$ cat src/rtl/debounce_multi_pkg.sv
// Shared constants and types for the multi-channel debouncer and the legacy
// single-bit debouncer.
package debounce_multi_pkg;

  localparam int CNT_W_DEF = 23;
  localparam int WAIT_SIM  = 10;
  localparam int WAIT_HW   = 4999999;

  // Next-cycle event conditions produced by one channel
  typedef struct packed {
    logic rise;
    logic fall;
  } chan_evt_t;

  function automatic logic evt_any(input chan_evt_t evt);
    return evt.rise | evt.fall;
  endfunction

endpackage

$ cat src/rtl/debounce_chan.sv
// One debounce channel: two-flop synchroniser, stability counter, registered
// clean level and one-cycle rise/fall pulses.
module debounce_chan
  import debounce_multi_pkg::*;
#(
  parameter int              CNT_W = CNT_W_DEF,
  parameter logic [CNT_W-1:0] WAIT = CNT_W'(WAIT_SIM)
) (
  input  logic      clk,
  input  logic      rst,
  input  logic      tick,
  input  logic      sig_in,
  output logic      sig_out,
  output logic      rise,
  output logic      fall,
  output chan_evt_t evt_nxt
);

  localparam logic [CNT_W-1:0] WAIT_M1 = WAIT - CNT_W'(1);

  logic             r_sync0;
  logic             r_sync1;
  logic [CNT_W-1:0] r_cnt;
  logic             r_out;
  logic             r_rise;
  logic             r_fall;

  logic [CNT_W-1:0] w_cnt_nxt;
  logic             w_out_nxt;
  logic             w_rise_nxt;
  logic             w_fall_nxt;

  // Qualification rules in priority order; the counter is capped at WAIT-1
  always_comb begin
    w_cnt_nxt  = r_cnt;
    w_out_nxt  = r_out;
    w_rise_nxt = 1'b0;
    w_fall_nxt = 1'b0;
    if (r_sync1 == r_out) begin
      w_cnt_nxt = {CNT_W{1'b0}};
    end else if (r_sync0 != r_sync1) begin
      w_cnt_nxt = {CNT_W{1'b0}};
    end else if (!tick) begin
      w_cnt_nxt = r_cnt;
    end else if (r_cnt == WAIT_M1) begin
      w_out_nxt  = r_sync1;
      w_cnt_nxt  = {CNT_W{1'b0}};
      w_rise_nxt = r_sync1;
      w_fall_nxt = ~r_sync1;
    end else begin
      w_cnt_nxt = r_cnt + CNT_W'(1);
    end
  end

  always_ff @(posedge clk) begin
    if (rst) begin
      r_sync0 <= 1'b0;
      r_sync1 <= 1'b0;
      r_cnt   <= {CNT_W{1'b0}};
      r_out   <= 1'b0;
      r_rise  <= 1'b0;
      r_fall  <= 1'b0;
    end else begin
      r_sync0 <= sig_in;
      r_sync1 <= r_sync0;
      r_cnt   <= w_cnt_nxt;
      r_out   <= w_out_nxt;
      r_rise  <= w_rise_nxt;
      r_fall  <= w_fall_nxt;
    end
  end

  assign sig_out      = r_out;
  assign rise         = r_rise;
  assign fall         = r_fall;
  assign evt_nxt.rise = w_rise_nxt;
  assign evt_nxt.fall = w_fall_nxt;

endmodule

$ cat src/rtl/debounce_multi.sv
// N independent debounce channels sharing one clock and one tick enable,
// with a registered any-channel change flag aligned to the pulses.
module debounce_multi
  import debounce_multi_pkg::*;
#(
  parameter int               N     = 4,
  parameter int               CNT_W = CNT_W_DEF,
  parameter logic [CNT_W-1:0] WAIT  = CNT_W'(WAIT_SIM)
) (
  input  logic         clk,
  input  logic         rst,
  input  logic         tick,
  input  logic [N-1:0] sigIn,
  output logic [N-1:0] sigOut,
  output logic [N-1:0] rise,
  output logic [N-1:0] fall,
  output logic         anyChange
);

  logic [N-1:0] w_evt;
  logic         r_any;

  for (genvar g = 0; g < N; g++) begin : g_chan
    chan_evt_t w_chan_evt;

    debounce_chan #(
      .CNT_W (CNT_W),
      .WAIT  (WAIT)
    ) u_chan (
      .clk     (clk),
      .rst     (rst),
      .tick    (tick),
      .sig_in  (sigIn[g]),
      .sig_out (sigOut[g]),
      .rise    (rise[g]),
      .fall    (fall[g]),
      .evt_nxt (w_chan_evt)
    );

    assign w_evt[g] = evt_any(w_chan_evt);
  end

  // Built from next-cycle conditions so it lands on the same edge as the pulses
  always_ff @(posedge clk) begin
    if (rst) begin
      r_any <= 1'b0;
    end else begin
      r_any <= |w_evt;
    end
  end

  assign anyChange = r_any;

endmodule

$ cat config.mk
export PLATFORM = sky130hd
export DESIGN_NAME = debounce_multi
export DESIGN_NICKNAME = d
export VERILOG_FILES = /design/src/rtl/debounce_multi_pkg.sv /design/src/rtl/debounce_chan.sv /design/src/rtl/debounce_multi.sv
export SDC_FILE = /design/constraint.sdc
export NUM_CORES = 1
export LEC_CHECK = 0
export ABC_AREA = 1
export BUFFER_PORTS_ARGS = -buffer_cell sky130_fd_sc_hd__buf_4
export CORE_UTILIZATION = 55
export CTS_CLUSTER_DIAMETER = 200
export DETAILED_ROUTE_END_ITERATION = 10
export PLACE_DENSITY = 0.76
export REMOVE_ABC_BUFFERS = 1
export SYNTH_ARGS = -nofsm -noshare
export SYNTH_HDL_FRONTEND = slang
export SYNTH_HIERARCHICAL = 1
export SYNTH_SLANG_ARGS = --single-unit
$ cat constraint.sdc
create_clock -name clk -period 2.07 [get_ports clk]
set_clock_uncertainty 0.15 [all_clocks]
set_input_delay 0.207 -clock clk [delete_from_list [all_inputs] [get_ports clk]]
set_output_delay 0.207 -clock clk [all_outputs]
set_load 0.05 [all_outputs]
==> flow_summary.yaml <==
synth:
  synth_most_common_cell: "nand2_1"
  synthFlopType: "dfxtp_1"
  syn_area_mm2: 0.00641
  yosys_warnings: 6
  synthCells: 993
  synthArstFlopShare: 0
  ys_seq_area_frac: 0.353
  synth_cell_types: 22
  ys_ff_latch: 113
  netlist.area_leader.share: 0.353
  yosysTopAreaCell: "dfxtp_1"
  syn_avg_cell_area_um2: 6.45
  synth-edff-count: 0
  synthTopCellsByArea: "dfxtp_1 (35%), nand2_1 (16%), nor2_1 (14%)"
  synthTopCellsByCount: "nand2_1 (274), nor2_1 (238), inv_1 (140)"
cells_and_area:
  drive_gt1_frac: 0.124
  nets: 1048
  area_growth_syn_to_layout_pct: 13.3
  diodes: 0
die:
  die_area_mm2: 0.0121
  core_mm2: 0.0114
  rows: 39
  io_pins: 20
  die_w_um: 110
  die_h_um: 110
  start_util: 0.563
drt:
  antenna_left: 0
  drc: 0
  drt_first_pass_iters: 4
  routed_wl_um: 13500
  drtIter0Drc: 286
  routed_via_density: 4.82
  detail_route.wl_per_cell_um: 11.4
  vias: 5705
sta:
  tightest_slew_ns: 0.385
  min_period_ns: 1.69
  finalHoldViolations: 0
  slew_viol_final: 0
  setup_viol: 0
  fin_crit_sh: 0.816
  finalSetupTns_ns: 0
  maxSlewHeadroom: 0.743
  fmax_mhz: 592
  rsz0062_at_grt: "false"
  setup_ws_ns: 0.381
clock_network:
  ctsResizeCount: 0
  insertion_delay_ns: 0.41
  clock-root-buffer: "clkbuf_16"
  clk_pin_slew_ns: 0.05
  htreeDepth: 4
  cts_buffer_depth: 2
  cts_setup_buffers: 0
  cts.sinks: 113
  cts_buffers: 17
  cts_tree: "yes"
critical_path:
  required_ns: 2.22
  critPathTopFamily: "simple AND/OR/NAND/NOR gates"
  path_common_cell: "nor2_1"
  crit_fanout: 5
  rrSetupSlack_ns: 0.38
  path_buf_inv: 1
  critPathKind: "flop to flop"
  end_kind: "flop"
  cp-start-kind: "flop"
  crit_chain: "ha_1 > nand2_1 > inv_1 > nand3_2 > nor2_4 > nand3_1 > nor2_1 > nor2_1"
  slowest_delay_ns: 0.42
  slowest_stage: "dfxtp_1"
  arrival_ns: 1.84
grt:
  grt_overflow: 0
  grt_pass1_vias: 5247
  grt_pass1_wl_um: 22700
  grt.total_usage: 0.244
  antenna_found_initial: 0
  grt_max_degree: 24
placement:
  place_ws_ns: 0.427
  hpwl_um: 9630
  io_buffer_count: 19
  routabilityCongestion: 0.852
power_and_ir_drop:
  power_frac_comb: 0.021
  sw_frac_of_total: 0.205
  p_sw_mw: 0.980
  vdd_drop_max_v: 0.000634
  internal-power_mw: 3.81
  power_frac_seq: 0.459
  power.density_cell_area_mw_per_mm2: 659
  leakage_nw: 3.02
  power_frac_clock: 0.521
status:
  status: "finished clean"
job:
  drv_cap: 0
min_path:
  hold_class: "primary input to flop"
flip-flops by register name, summed over array words and instances, names as in the netlist:
register,count
anyChange,1
g_chan.u_chan/fall,4
g_chan.u_chan/r_cnt,92
g_chan.u_chan/r_sync0,4
g_chan.u_chan/r_sync1,4
g_chan.u_chan/rise,4
g_chan.u_chan/sig_out,4
what timing repair did:
action                                 in CTS  in global routing
setup endpoints to repair                   0                  0
endpoints found under the hold margin      11                  0
hold buffers                                9                  0
power groups by stage:
stage                     registers [mW]  clock network, mW  logic, mW
after floorplan                     2.24                  0     0.0473
after detailed placement            2.24                  0     0.0846
final                               2.20               2.49     0.0982
after CTS                           2.19               2.54     0.0979
after global routing                2.19               2.64      0.108
after global placement              2.24                  0     0.0832
cells in the final DEF, fill, tap and decap left out:
master         synthesis  routed
nor3_2                 4       4
clkbuf_8               0       3
nand2_2               12      12
nand3_1               52      52
dfxtp_1              113     113
buf_4                  8      20
a21oi_1               16      16
dlygate4sd3_1          0       9
nor3_1                 4       4
xnor2_1                4       4
nor2_1               238     238
inv_1                140     140
nand3_2               16      16
nor2_2                16      16
o21ai_0                4       4
nand2_1              274     274
clkbuf_1               0       6
xor2_1                16      16
nor3_4                 4       4
nor2_4                24      24
or2_2                  8       8
ha_1                   8       8
clkbuf_16              0      17
inv_4                  4       4
nand3b_1              16      16
clkinv_2               0       1
nand4_1               12      12
final timing paths:
| kind | start | end | depth (start not counted) |
|---|---|---|---|
| setup / recovery | g_chan[2].u_chan/r_cnt[0]$_SDFFE_PP0P_ | g_chan[2].u_chan/r_cnt[14]$_SDFFE_PP0P_ | 8 |
| hold reg to reg | g_chan[1].u_chan/r_sync0$_SDFF_PP0_ | g_chan[1].u_chan/r_sync1$_SDFF_PP0_ | 2 |
| hold / removal | tick | g_chan[0].u_chan/r_cnt[13]$_SDFFE_PP0P_ | 3 |
| setup reg to reg | g_chan[2].u_chan/r_cnt[0]$_SDFFE_PP0P_ | g_chan[2].u_chan/r_cnt[14]$_SDFFE_PP0P_ | 8 |
routing by layer:
metal,up-vias,track usage,wire [um]
li1,3085,-,-
met1,2532,0.296,6390
met2,71,0.415,6440
met3,17,0.0634,468
met4,0,0.0857,169
met5,-,0,0
worst min-delay path, cell delays in order:
cell and delay, ns:
buf_4 0.23, a21oi_1 0.19, nor2_1 0.05
kinds of logic after synthesis:
logic type / Yosys count / synth area share
xor gates and xnor gates: 20 / 0.0273
buffers and inverters: 152 / 0.0953
AOI/OAI and AO/OA: 20 / 0.0156
DFF: 113 / 0.353
adders and majority gates: 8 / 0.0156
and+or+nand+nor: 680 / 0.493
through the flow:
| stage | hold WS (ns) | std cells | area [um2] | total power [mW] | utilization |
|---|---|---|---|---|---|
| 2_1_floorplan | 0.128 | 985 | 6350 | 2.28 | - |
| 3_3_place_gp | 0.268 | 1148 | 6680 | 2.32 | 0.587 |
| 3_5_place_dp | 0.290 | 1148 | 6680 | 2.32 | 0.587 |
| 4_1_cts | 0.158 | 1184 | 7260 | 4.83 | 0.638 |
| 5_1_grt | 0.169 | 1184 | 7260 | 4.94 | 0.638 |
| 6_report | 0.170 | 1184 | 7260 | 4.79 | 0.638 |
final cells by class:
cell class                 instances  area [um2]
clock buffer                      26         489
clock inverter                     1        5.00
fill                            1063        4110
inverter                         144         551
multi-input combinational        728        3530
sequential                       113        2260
tap                              143         179
timing repair buffer              29         240
No activity file was read; power rests on OpenSTA's default activity.
